`config.mk`:
```
export PLATFORM = sky130hd
export DESIGN_NAME = axi_read_master_q
export DESIGN_NICKNAME = d
export VERILOG_FILES = /design/src/rtl/axi_read_master_q_pkg.sv /design/src/rtl/axi_read_master_q_fifo.sv /design/src/rtl/axi_read_master_q.sv
export SDC_FILE = /design/constraint.sdc
export NUM_CORES = 1
export LEC_CHECK = 0
export ABC_CLOCK_PERIOD_IN_PS = 10550
export CORE_AREA = 2 2 156 158
export CTS_BUF_LIST = sky130_fd_sc_hd__clkbuf_8
export DETAILED_ROUTE_END_ITERATION = 8
export DIE_AREA = 0 0 158 160
export PLACE_DENSITY = 0.69
export SYNTH_ARGS = -nofsm -noshare
export SYNTH_HDL_FRONTEND = slang
export SYNTH_SLANG_ARGS = --single-unit
```
`constraint.sdc`:
```
create_clock -name ACLK -period 10.55 [get_ports ACLK]
set_clock_uncertainty 0.1 [all_clocks]
set_input_delay 3.165 -clock ACLK [delete_from_list [all_inputs] [get_ports ACLK]]
set_output_delay 3.165 -clock ACLK [all_outputs]
set_load 0.005 [all_outputs]
```
`src/rtl/axi_read_master_q_pkg.sv`:
```
// Shared AXI3 read-channel field widths and response codes for axi_read_master_q.
package axi_rd_pkg;

  localparam int AXI_LEN_W   = 4;
  localparam int AXI_SIZE_W  = 3;
  localparam int AXI_BURST_W = 2;
  localparam int AXI_RESP_W  = 2;

  localparam logic [AXI_RESP_W-1:0] RESP_OKAY   = 2'b00;
  localparam logic [AXI_RESP_W-1:0] RESP_EXOKAY = 2'b01;
  localparam logic [AXI_RESP_W-1:0] RESP_SLVERR = 2'b10;
  localparam logic [AXI_RESP_W-1:0] RESP_DECERR = 2'b11;

  function automatic logic resp_is_err(input logic [AXI_RESP_W-1:0] resp);
    return (resp == RESP_SLVERR) || (resp == RESP_DECERR);
  endfunction

  function automatic logic resp_is_ok(input logic [AXI_RESP_W-1:0] resp);
    return (resp == RESP_OKAY) || (resp == RESP_EXOKAY);
  endfunction

endpackage

```
`src/rtl/axi_read_master_q_fifo.sv`:
```
// Synchronous request FIFO (module axi_req_fifo) with extra-MSB wrap pointers.
// Head data is read combinationally; push is ignored when full, pop when empty.
module axi_req_fifo #(
  parameter int WIDTH = 8,
  parameter int DEPTH = 4
) (
  input  logic             clk,
  input  logic             rst_n,
  input  logic             i_push,
  input  logic [WIDTH-1:0] i_data,
  input  logic             i_pop,
  output logic [WIDTH-1:0] o_data,
  output logic             o_full,
  output logic             o_empty
);

  localparam int AW = $clog2(DEPTH);

  logic [AW:0]      r_wr_ptr;
  logic [AW:0]      r_rd_ptr;
  logic [WIDTH-1:0] r_mem [DEPTH];
  logic             w_push;
  logic             w_pop;

  assign o_empty = (r_wr_ptr == r_rd_ptr);
  assign o_full  = (r_wr_ptr[AW] != r_rd_ptr[AW]) &&
                   (r_wr_ptr[AW-1:0] == r_rd_ptr[AW-1:0]);
  assign w_push  = i_push && !o_full;
  assign w_pop   = i_pop && !o_empty;
  assign o_data  = r_mem[r_rd_ptr[AW-1:0]];

  always_ff @(posedge clk or negedge rst_n) begin
    if (!rst_n) begin
      r_wr_ptr <= '0;
      r_rd_ptr <= '0;
    end else begin
      if (w_push) r_wr_ptr <= r_wr_ptr + (AW+1)'(1);
      if (w_pop)  r_rd_ptr <= r_rd_ptr + (AW+1)'(1);
    end
  end

  // Storage needs no reset; the pointers define what is valid.
  always_ff @(posedge clk) begin
    if (w_push) r_mem[r_wr_ptr[AW-1:0]] <= i_data;
  end

endmodule

```
`src/rtl/axi_read_master_q.sv`:
```
// AXI3 read-master front end: request FIFO, registered AR issue, slot table, R forwarding.
// Optional macro AXI_RD_PROTO_CHECK_EN enables sticky beat-protocol checking on proto_err.
module axi_read_master_q
  import axi_rd_pkg::*;
#(
  parameter int BUS_WIDTH       = 32,
  parameter int ADDR_WIDTH      = 32,
  parameter int ID_WIDTH        = 4,
  parameter int REQ_DEPTH       = 4,
  parameter int MAX_OUTSTANDING = 2
) (
  input  logic                                   ACLK,
  input  logic                                   ARESETn,
  input  logic                                   req_valid,
  output logic                                   req_ready,
  input  logic [ID_WIDTH-1:0]                    req_id,
  input  logic [ADDR_WIDTH-1:0]                  req_addr,
  input  logic [3:0]                             req_len,
  input  logic [2:0]                             req_size,
  input  logic [1:0]                             req_burst,
  output logic [ID_WIDTH-1:0]                    ARID,
  output logic [ADDR_WIDTH-1:0]                  ARADDR,
  output logic [3:0]                             ARLEN,
  output logic [2:0]                             ARSIZE,
  output logic [1:0]                             ARBURST,
  output logic                                   ARVALID,
  input  logic                                   ARREADY,
  input  logic [ID_WIDTH-1:0]                    RID,
  input  logic [BUS_WIDTH-1:0]                   RDATA,
  input  logic [1:0]                             RRESP,
  input  logic                                   RLAST,
  input  logic                                   RVALID,
  output logic                                   RREADY,
  output logic                                   rd_valid,
  input  logic                                   rd_ready,
  output logic [ID_WIDTH-1:0]                    rd_id,
  output logic [BUS_WIDTH-1:0]                   rd_data,
  output logic [1:0]                             rd_resp,
  output logic                                   rd_last,
  output logic [$clog2(MAX_OUTSTANDING+1)-1:0]   outstanding,
  output logic                                   proto_err
);

  localparam int REQ_W  = ID_WIDTH + ADDR_WIDTH + AXI_LEN_W + AXI_SIZE_W + AXI_BURST_W;
  localparam int OUT_W  = $clog2(MAX_OUTSTANDING+1);
  localparam int SLOT_W = (MAX_OUTSTANDING > 1) ? $clog2(MAX_OUTSTANDING) : 1;
  localparam logic [OUT_W-1:0] MAX_O = OUT_W'(MAX_OUTSTANDING);

  logic [REQ_W-1:0]       w_head;
  logic                   w_full;
  logic                   w_empty;
  logic [ID_WIDTH-1:0]    w_h_id;
  logic [ADDR_WIDTH-1:0]  w_h_addr;
  logic [AXI_LEN_W-1:0]   w_h_len;
  logic [AXI_SIZE_W-1:0]  w_h_size;
  logic [AXI_BURST_W-1:0] w_h_burst;

  logic                   r_ar_valid;
  logic [ID_WIDTH-1:0]    r_arid;
  logic [ADDR_WIDTH-1:0]  r_araddr;
  logic [AXI_LEN_W-1:0]   r_arlen;
  logic [AXI_SIZE_W-1:0]  r_arsize;
  logic [AXI_BURST_W-1:0] r_arburst;

  logic [MAX_OUTSTANDING-1:0] r_slot_vld;
  logic [ID_WIDTH-1:0]        r_slot_id   [MAX_OUTSTANDING];
  logic [AXI_LEN_W-1:0]       r_slot_left [MAX_OUTSTANDING];
  logic [OUT_W-1:0]           r_out;

  logic                 w_hazard;
  logic                 w_match;
  logic [SLOT_W-1:0]    w_match_idx;
  logic [SLOT_W-1:0]    w_free_idx;
  logic [AXI_LEN_W-1:0] w_cur_left;
  logic                 w_r_hs;
  logic                 w_m_hs;
  logic                 w_free;
  logic                 w_ar_hs;
  logic                 w_load;
  logic [OUT_W-1:0]     w_out_after;

  axi_req_fifo #(.WIDTH(REQ_W), .DEPTH(REQ_DEPTH)) u_fifo (
    .clk     (ACLK),
    .rst_n   (ARESETn),
    .i_push  (req_valid),
    .i_data  ({req_id, req_addr, req_len, req_size, req_burst}),
    .i_pop   (w_load),
    .o_data  (w_head),
    .o_full  (w_full),
    .o_empty (w_empty)
  );

  assign req_ready = !w_full;
  assign {w_h_id, w_h_addr, w_h_len, w_h_size, w_h_burst} = w_head;

  // The AR register counts as in flight for hazards: it becomes a slot on handshake.
  always_comb begin
    w_hazard    = r_ar_valid && (r_arid == w_h_id);
    w_match     = 1'b0;
    w_match_idx = '0;
    w_free_idx  = '0;
    for (int i = 0; i < MAX_OUTSTANDING; i++) begin
      if (r_slot_vld[i] && (r_slot_id[i] == w_h_id)) w_hazard = 1'b1;
      if (r_slot_vld[i] && (r_slot_id[i] == RID)) begin
        w_match     = 1'b1;
        w_match_idx = SLOT_W'(i);
      end
    end
    for (int i = MAX_OUTSTANDING-1; i >= 0; i--) begin
      if (!r_slot_vld[i]) w_free_idx = SLOT_W'(i);
    end
  end

  assign w_cur_left = r_slot_left[w_match_idx];
  assign RREADY     = w_match ? rd_ready : 1'b1;
  assign rd_valid   = RVALID && w_match;
  assign rd_id      = RID;
  assign rd_data    = RDATA;
  assign rd_resp    = RRESP;
  assign rd_last    = RLAST;

  assign w_r_hs  = RVALID && RREADY;
  assign w_m_hs  = w_r_hs && w_match;
  assign w_ar_hs = r_ar_valid && ARREADY;

`ifdef AXI_RD_PROTO_CHECK_EN
  assign w_free = w_m_hs && RLAST;
`else
  assign w_free = w_m_hs && (RLAST || (w_cur_left == '0));
`endif

  // Headroom includes the AR handshaking this cycle so the table can never overflow.
  assign w_out_after = r_out + OUT_W'(w_ar_hs) - OUT_W'(w_free);
  assign w_load      = (!r_ar_valid || w_ar_hs) && !w_empty &&
                       (w_out_after < MAX_O) && !w_hazard;

  always_ff @(posedge ACLK or negedge ARESETn) begin
    if (!ARESETn) begin
      r_ar_valid <= 1'b0;
      r_arid     <= '0;
      r_araddr   <= '0;
      r_arlen    <= '0;
      r_arsize   <= '0;
      r_arburst  <= '0;
    end else if (w_load) begin
      r_ar_valid <= 1'b1;
      r_arid     <= w_h_id;
      r_araddr   <= w_h_addr;
      r_arlen    <= w_h_len;
      r_arsize   <= w_h_size;
      r_arburst  <= w_h_burst;
    end else if (w_ar_hs) begin
      r_ar_valid <= 1'b0;
    end
  end

  always_ff @(posedge ACLK or negedge ARESETn) begin
    if (!ARESETn) begin
      r_slot_vld <= '0;
      r_out      <= '0;
      for (int i = 0; i < MAX_OUTSTANDING; i++) begin
        r_slot_id[i]   <= '0;
        r_slot_left[i] <= '0;
      end
    end else begin
      r_out <= w_out_after;
      if (w_m_hs) begin
        if (w_free)
          r_slot_vld[w_match_idx] <= 1'b0;
        else if (w_cur_left != '0)
          r_slot_left[w_match_idx] <= w_cur_left - AXI_LEN_W'(1);
      end
      if (w_ar_hs) begin
        r_slot_vld[w_free_idx]  <= 1'b1;
        r_slot_id[w_free_idx]   <= r_arid;
        r_slot_left[w_free_idx] <= r_arlen;
      end
    end
  end

`ifdef AXI_RD_PROTO_CHECK_EN
  logic r_proto_err;
  logic w_perr;

  assign w_perr = (w_r_hs && !w_match) ||
                  (w_m_hs && RLAST && (w_cur_left != '0)) ||
                  (w_m_hs && !RLAST && (w_cur_left == '0));

  always_ff @(posedge ACLK or negedge ARESETn) begin
    if (!ARESETn) r_proto_err <= 1'b0;
    else if (w_perr) r_proto_err <= 1'b1;
  end

  assign proto_err = r_proto_err;
`else
  assign proto_err = 1'b0;
`endif

  assign ARVALID     = r_ar_valid;
  assign ARID        = r_arid;
  assign ARADDR      = r_araddr;
  assign ARLEN       = r_arlen;
  assign ARSIZE      = r_arsize;
  assign ARBURST     = r_arburst;
  assign outstanding = r_out;

endmodule

```
* Word level (Yosys, flattened, before mapping)
Memories as Yosys holds them, arrays and structs flattened.
Cells that the tools add are included.
** Word-level totals
- Register bits after elaboration :: 72
- RAM bits :: 180
- Logic and storage cells :: 104
- Memories kept :: 1
** Operators by class
- Add/sub/neg operators :: 5
- Magnitude comparators :: 9
- Equality and inequality tests :: 8
- Mux-type cells :: 33
- Bitwise gates (word level) :: 5
- Reduce and logical (&&, ||, !) cells :: 29
** Memories
- u_fifo.r_mem :: depth 4, width 45, rd ports 1, clocked after memory_dff 0, wr ports 1, RTL line axi_read_master_q_fifo.sv:21 : logic [WIDTH-1:0] r_mem [DEPTH];
** Operators with widths (count)
- $mux 8 :: 4
- $bwmux 8 :: 3
- $eq 4x4->1 :: 5
- $logic_and 1x1->1 :: 20
- $mux 4 :: 5
- $mux 1 :: 14
- $demux 4 s1 :: 2
- $add 3x1->3 const B :: 2
- $mux 2 :: 3
- $ge 2x2->1 const B :: 2
- $logic_not 1->1 :: 4
- $logic_not 4->1 :: 1
- $lt 1x2->1 const B :: 2
- $lt 2x1->1 const B :: 2
- $not 1->2 :: 2
- $reduce_bool 4->1 :: 1
- $sub 4x1->4 const B :: 1
- $eq 3x3->1 :: 1
- $add 2x1->2 :: 1
- $and 2x2->2 :: 1
- $demux 1 s1 :: 2
- $eq 2x2->1 :: 1
- $ge 1x1->1 const B :: 2
- $logic_or 1x1->1 :: 2
- other kinds (6) :: 6

* Longest topological paths before layout
Gate-level depths: netlist of the first run.
- Depth after elaboration :: 15
- Gate-level depth with buffers :: 13
- Depth with buffers taken out :: 12

* Hierarchy
From an unflattened synthesis of the first run, not the netlist that was laid out.
** Unflattened totals
- Cells, all modules :: 571
- Area, all modules :: 10308.6 um^2
** By module, submodules not included
- axi_req_fifo :: times used 1, cells each 284, area each 6991.7 um^2, sequential area each 5555.3 um^2
- axi_read_master_q :: times used 1, cells each 287, area each 3316.9 um^2, sequential area each 1651.6 um^2

* Worst setup path after synthesis of the first run
No wires, ideal clock.
- Kind :: input to output
- From :: input RID[3]
- To :: output RREADY
- Arrival time :: 3993 ps
- Slack :: 3292 ps
- Cell stages on the path :: 4
- Cell sequence :: xnor2_1 and4_1 a22oi_1 or2_2
** On the way
- Word-level cells in the longest chain between the ends :: 5
** Ends and longest elaborated chain
- from (decl) :: RTL line axi_read_master_q.sv:28 : input logic [ID_WIDTH-1:0] RID,
- $eq 4x4->1 :: RTL line axi_read_master_q.sv:104 : if (r_slot_vld[i] && (r_slot_id[i] == RID)) begin
- $logic_and 1x1->1 :: RTL line axi_read_master_q.sv:104
- $mux 1 :: RTL line axi_read_master_q.sv:104
- $mux 1 (*) :: RTL line axi_read_master_q.sv:104
- $mux 1 (*) :: RTL line axi_read_master_q.sv:115 : assign RREADY = w_match ? rd_ready : 1'b1;
- to (decl) :: RTL line axi_read_master_q.sv:33 : output logic RREADY,
Mark *: on every way between the ends. The rest lies on a longest branch, timed or not.

* Worst setup path in the final report of the first run
Same ends and word-level chain as after synthesis.

==> results of run 1 <==
## worst max path at each step
stage	from	end	slack [ns]	depth (start not counted)
2_1_floorplan	RID[3]	RREADY	3.29	4
3_3_place_gp	RID[3]	RREADY	2.28	6
3_5_place_dp	RID[3]	RREADY	2.17	6
4_1_cts	RID[3]	RREADY	2.17	6
5_1_grt	RID[3]	RREADY	2.06	6
6_report	RID[3]	RREADY	2.18	6
## per-layer routing
| metal | vias to the layer above | routed length (microns) | GRT usage, % |
|---|---|---|---|
| met5 | - | 0 | 0 |
| met4 | 0 | 597 | 6.14 |
| met3 | 69 | 1680 | 4.61 |
| met2 | 206 | 9920 | 26.8 |
| met1 | 2729 | 8520 | 22.1 |
| li1 | 2380 | - | - |
## cells by family after synthesis
logic type / after synthesis / synth area share [%]
xor+xnor: 26 / 2.33
simple gates: 94 / 4.61
mux: 103 / 16.5
other cells: 1 / 0.0360
buf+inv: 69 / 4.73
compound gates: 25 / 1.77
flops: 252 / 69.2
fa+ha+maj: 7 / 0.841
## flip-flops by register name, indices dropped and copies added, names as in the netlist
name / cells
ARID: 4
ARSIZE: 3
r_slot_left: 8
u_fifo.r_wr_ptr: 3
outstanding: 2
ARADDR: 32
u_fifo.r_mem: 180
ARVALID: 1
u_fifo.r_rd_ptr: 3
ARBURST: 2
ARLEN: 4
r_slot_vld: 2
r_slot_id: 8
## layout make-up
cell class | count | area (sq um) | area share, %
Clock inverter | 30 | 173 | 1.40
Tap cell | 324 | 405 | 3.29
Antenna cell | 1 | 2.50 | 0.0203
Sequential cell | 252 | 7210 | 58.6
Multi-Input combinational cell | 256 | 2720 | 22.1
Timing Repair Buffer | 119 | 1170 | 9.49
Clock buffer | 44 | 606 | 4.92
Inverter | 7 | 26.3 | 0.213
## worst max-delay path: cells and delay by family
| kind | cells | cell delay (ns) |
|---|---|---|
| xor+xnor | 1 | 0.25 |
| simple gates | 2 | 0.61 |
| compound gates | 1 | 0.15 |
| buf+inv | 2 | 0.93 |
## cell usage in the layout (no fill, tap or decap), types with 2 or more instances in the layout
cell type and instances:
a31oi_1 5, inv_1 25, nand2_1 38, ha_1 7, bufinv_16 2, or3_1 4
nor2_1 10, o211ai_1 2, nand4b_1 2, clkinv_2 3, xor2_1 2, clkbuf_8 44
mux2_4 18, dfrtp_1 70, o21ai_0 8, mux2_2 28, clkdlybuf4s50_1 110, a311oi_2 2
nand3b_1 7, edfxtp_1 180, mux2i_1 12, nor2b_1 3, mux4_2 45, buf_4 9
clkinv_1 6, a22oi_1 2, nand4_1 4, or2_2 3, o2111ai_1 4, xnor2_1 23
and2_1 2, or3b_2 2, and3_2 4, nand3_1 9
## per-stage QoR
stage	instance area [sq um]	util [%]	hold slack [ns]
finish	12300	51.7	0.399
global route	12300	51.7	0.417
CTS	12300	51.7	0.400
detailed placement	11500	48.4	0.393
global placement	11500	48.4	0.380
floorplan	10400	-	0.362
## power by group
group / internal [W] / leakage [nW] / switching, W
clock: 0.000433 / 0.462 / 0.000364
combinational: 0.000788 / 1.52 / 0.000610
sequential: 0.00139 / 2.50 / 0.000178
==> results.py, run 1 <==
metrics = {
    "status": {
        "outcome": "completed",
    },
    "cts": {
        "tritoncts": "done",
        "clock_path_buffers": 3,
        "cts_max_level": 2,
        "post_cts_buffers": 0,
        "cts_resized": 0,
        "cts_made_buffers": 42,
        "cts_hold_buf": 0,
        "root_buffer": "clkbuf_8",
        "clock-sinks": 252,
        "clkTransAtPathRegs_ns": 0.05,
        "clk_latency_ns": 0.53,
    },
    "die": {
        "io-pin-count": 181,
        "coreArea_sq_um": 23800,
        "die_h_microns": 160,
        "start_util_pct": 43.7,
        "fp.dieArea_sq_um": 25300,
        "num_rows": 57,
        "die_w_microns": 158,
    },
    "sta": {
        "slew_violations": 0,
        "slew_headroom_pct": 28.7,
        "setup_viol": 0,
        "fin_tns_setup_ns": 0,
        "period_share_pct": 79.4,
        "grt_setup_unrepaired": "false",
        "finalWorstSetupSlack_ns": 2.18,
        "hold_viol": 0,
        "worst_pin_slew_ns": 1.07,
        "period_needed_ns": 8.37,
        "max_clock_freq_mhz": 119,
    },
    "synth": {
        "ys_top_cells_by_area": "edfxtp_1 52%, dfrtp_1 17%, mux4_2 9.7%",
        "synthCells": 577,
        "ys_ff_latch": 252,
        "syn-cell-area_sq_um": 10400,
        "synth_nets": 674,
        "async_flop_share_pct": 28.6,
        "synth.avg_cell_area_sq_um": 18.1,
        "ys_seq_area_share_pct": 69.2,
        "yosysMostFrequentCell": "edfxtp_1",
        "synth_top_area_share_pct": 51.9,
        "synth_edf_count": 180,
        "synth_cell_type_count": 42,
        "yosys.area.top_type": "edfxtp_1",
        "synth_warnings": 0,
        "yosys_most_used_dff": "edfxtp_1",
        "yosys-top-cells-count": "180 x edfxtp_1, 72 x dfrtp_1, 45 x mux4_2",
    },
    "setup_path": {
        "path_cells": "clkdlybuf4s50_1 > xnor2_1 > and4_1 > a22oi_1 > or2_2 > clkdlybuf4s50_1",
        "worstPathMaxFanout": 4,
        "critPathLaunchType": "input pin",
        "rrSetupSlack_ns": 6.60,
        "slowest_stage": "clkdlybuf4s50_1",
        "crit_type": "in -> out",
        "r2r-end": "ARADDR[6]",
        "cp.arrival_ns": 5.11,
        "critPathMaxStageDelay_ns": 0.48,
        "rr_worst_depth": 12,
        "timing.rr.start": "r_slot_left[0]",
        "crit_path_end_kind": "output pin",
        "crit_path_frequent_cell": "clkdlybuf4s50_1",
        "cp.required_ns": 7.29,
    },
    "pwr": {
        "vdd_ir_drop_max_uv": 205,
        "power.total_w": 0.00376,
        "power_density_nw_per_um2": 306,
        "p_leak_nw": 4.48,
    },
    "drt": {
        "drtIter0Drc": 289,
        "drt-pass1-iter-count": 6,
        "avgRoutedWirePerCell_microns": 20.0,
        "wl_mm": 20.7,
        "num_vias": 5384,
        "drtAntennaViolNets": 0,
        "vias_per_cell": 5.21,
        "route.detailed.drc": 0,
    },
    "global_route": {
        "overflow": 0,
        "grt_max_degree": 73,
        "track_usage_pct": 16.8,
        "antenna_found_initial": 0,
        "grt_first_pass_wirelength_mm": 32.5,
        "grt_pass1_vias": 5849,
    },
    "place": {
        "port_buffers": 111,
        "hpwl_mm": 12.5,
        "place_congestion": 0.874,
        "post-place-cells": 958,
        "pre_cts_slack_ns": 2.17,
    },
    "min_path": {
        "min_path_cells": 1,
        "hold_start": "u_fifo.r_wr_ptr[2]",
        "holdPathEnd": "u_fifo.r_wr_ptr[2]",
        "hold_class": "reg -> reg",
    },
    "layout": {
        "area_growth_pct": 18.2,
        "fin_nets": 775,
        "stdcell_count": 1033,
        "fill_cells": 1964,
        "drive_gt1_share_pct": 23.0,
    },
    "flow_run": {
        "maxCapViolCount": 0,
    },
}
(Power assumes the default switching activity.)
==> run 2: changes to the inputs <==
Settings changed: ABC_CLOCK_PERIOD_IN_PS 10550 to 8290.
Clock period 10.55 ns to 8.29 ns, I/O delays scaled along.
==> run 2 against run 1 <==
Global-route usage barely moved. First-iteration DRC count fell by 17%. Critical path type unchanged. Non-clock buffer count rose by 1. Highest routed layer unchanged. Critical path depth did not move. Hold slack got worse by 0.0086 ns. Register-to-register slack got worse by 2.3 ns. Final cell count rose by 0.48%. Combinational power rose by 27%. Core utilization rose by 0.17 points. Sequential cell count did not move. Cell area rose by 0.32%.
==> results.py, run 2 (synthesis results as in run 1) <==
metrics = {
    "pwr": {
        "power.switching_w": 0.00149,
        "clockPowerShare_pct": 21.2,
        "p_leak_nw": 4.51,
        "swShare_pct": 31.0,
        "power_density_nw_per_um2": 389,
        "power_frac_comb_pct": 37.1,
        "p_seq_share_pct": 41.7,
        "vdd_ir_drop_max_uv": 194,
        "intPower_w": 0.00332,
    },
    "die": {
        "coreArea_sq_um": 23800,
        "io-pin-count": 181,
        "fp.dieArea_sq_um": 25300,
        "die_h_microns": 160,
        "start_util_pct": 43.7,
        "die_w_microns": 158,
        "num_rows": 57,
    },
    "layout": {
        "area_growth_pct": 18.6,
        "final_common_cell": "edfxtp_1",
        "largest_reg_flops": 180,
        "stdcell_count": 1038,
        "design_area_sq_um": 12400,
        "postLayoutCoreUtil_pct": 51.9,
        "final_cell_mix": "180 x edfxtp_1, 110 x clkdlybuf4s50_1, 70 x dfrtp_1, 49 x clkbuf_8, 45 x mux4_2",
        "fill_cells": 1942,
        "fin_nets": 776,
        "drive_gt1_share_pct": 24.0,
    },
    "cts": {
        "cts_made_buffers": 42,
        "cts_max_level": 2,
        "clock_path_buffers": 3,
        "tritoncts": "done",
        "cts_hold_buf": 0,
        "clock-sinks": 252,
        "clkTransAtPathRegs_ns": 0.06,
        "clk_latency_ns": 0.54,
        "post_cts_buffers": 0,
        "cts_resized": 0,
        "root_buffer": "clkbuf_8",
    },
    "drt": {
        "drtIter0Drc": 241,
        "avgRoutedWirePerCell_microns": 20.1,
        "wl_mm": 20.8,
        "drt-pass1-iter-count": 4,
        "vias_per_cell": 5.24,
        "route.detailed.drc": 0,
        "num_vias": 5434,
        "drtAntennaViolNets": 0,
    },
    "sta": {
        "grt_setup_unrepaired": "false",
        "whs_ns": 0.390,
        "hold_viol": 0,
        "max_clock_freq_mhz": 142,
        "period_needed_ns": 7.04,
        "slew_violations": 0,
        "worst_pin_slew_ns": 1.00,
        "setup_viol": 0,
        "fin_tns_setup_ns": 0,
        "period_share_pct": 84.9,
        "slew_headroom_pct": 33.2,
    },
    "setup_path": {
        "worstPathMaxFanout": 4,
        "cp.arrival_ns": 4.45,
        "critPathLaunch": "RID[1]",
        "crit_path_end_kind": "output pin",
        "critPathLaunchType": "input pin",
        "timing.rr.start": "r_slot_left[0]",
        "crit_type": "in -> out",
        "cp.required_ns": 5.70,
    },
    "global_route": {
        "overflow": 0,
        "grt_pass1_vias": 5935,
        "antenna_found_initial": 1,
        "grt_max_degree": 70,
        "track_usage_pct": 16.8,
        "grt_first_pass_wirelength_mm": 32.6,
    },
    "place": {
        "hpwl_mm": 12.5,
        "placed_area_sq_um": 11500,
        "place_congestion": 0.880,
        "port_buffers": 111,
        "post-place-cells": 959,
    },
    "flow_run": {
        "maxCapViolCount": 0,
    },
    "min_path": {
        "hold_start": "u_fifo.r_wr_ptr[2]",
        "hold_class": "reg -> reg",
    },
    "status": {
        "outcome": "completed",
    },
}
run 2: power by group through the flow:
stage | clock [W] | sequential, W | combinational, W
floorplan | 0 | 0.00194 | 0.00132
global placement | 0 | 0.00200 | 0.00177
detailed placement | 0 | 0.00203 | 0.00181
CTS | 0.00105 | 0.00200 | 0.00182
global route | 0.00111 | 0.00204 | 0.00193
finish | 0.00102 | 0.00200 | 0.00178
run 2: worst paths after layout:
path / end / slack, ns / cells after the start
worst max-delay path: RREADY / 1.25 / 6
worst max register to register: ARADDR[5] / 4.35 / 12
worst min register to register: u_fifo.r_wr_ptr[2] / 0.39 / 1
worst min-delay path: u_fifo.r_wr_ptr[2] / 0.39 / 1
min in group asynchronous: r_slot_vld[0] / 1.65 / 1
max in group asynchronous: u_fifo.r_rd_ptr[0] / 5.18 / 2
run 2: metal layers:
layer / up-vias / GRT usage (%) / routed length, microns
li1: 2393 / - / -
met5: - / 0 / 0
met2: 178 / 27.2 / 10000
met1: 2792 / 21.4 / 8720
met4: 0 / 7.21 / 675
met3: 71 / 4.45 / 1410
run 2: final cells by class:
class / instances / area [sq um] / share of cell area [%]
well taps: 324 / 405 / 3.28
flip-flops and latches: 252 / 7210 / 58.4
clock inverters: 28 / 134 / 1.08
repair buffers: 120 / 1180 / 9.52
diodes: 2 / 5.00 / 0.0405
inverters: 7 / 26.3 / 0.213
multi-input cells: 256 / 2720 / 22.0
clock buffers: 49 / 674 / 5.46
run 2: through the flow:
stage | setup WS [ns] | power [W]
3_3_place_gp | 1.38 | 0.00377
6_report | 1.25 | 0.00481
3_5_place_dp | 1.26 | 0.00383
4_1_cts | 1.27 | 0.00488
2_1_floorplan | 2.39 | 0.00327
5_1_grt | 1.13 | 0.00508
run 2: critical path: stages:
cell	delay [ns]
clkdlybuf4s50_1	0.48
xnor2_1	0.28
and4_1	0.30
a22oi_1	0.15
or2_2	0.31
clkdlybuf4s50_1	0.44
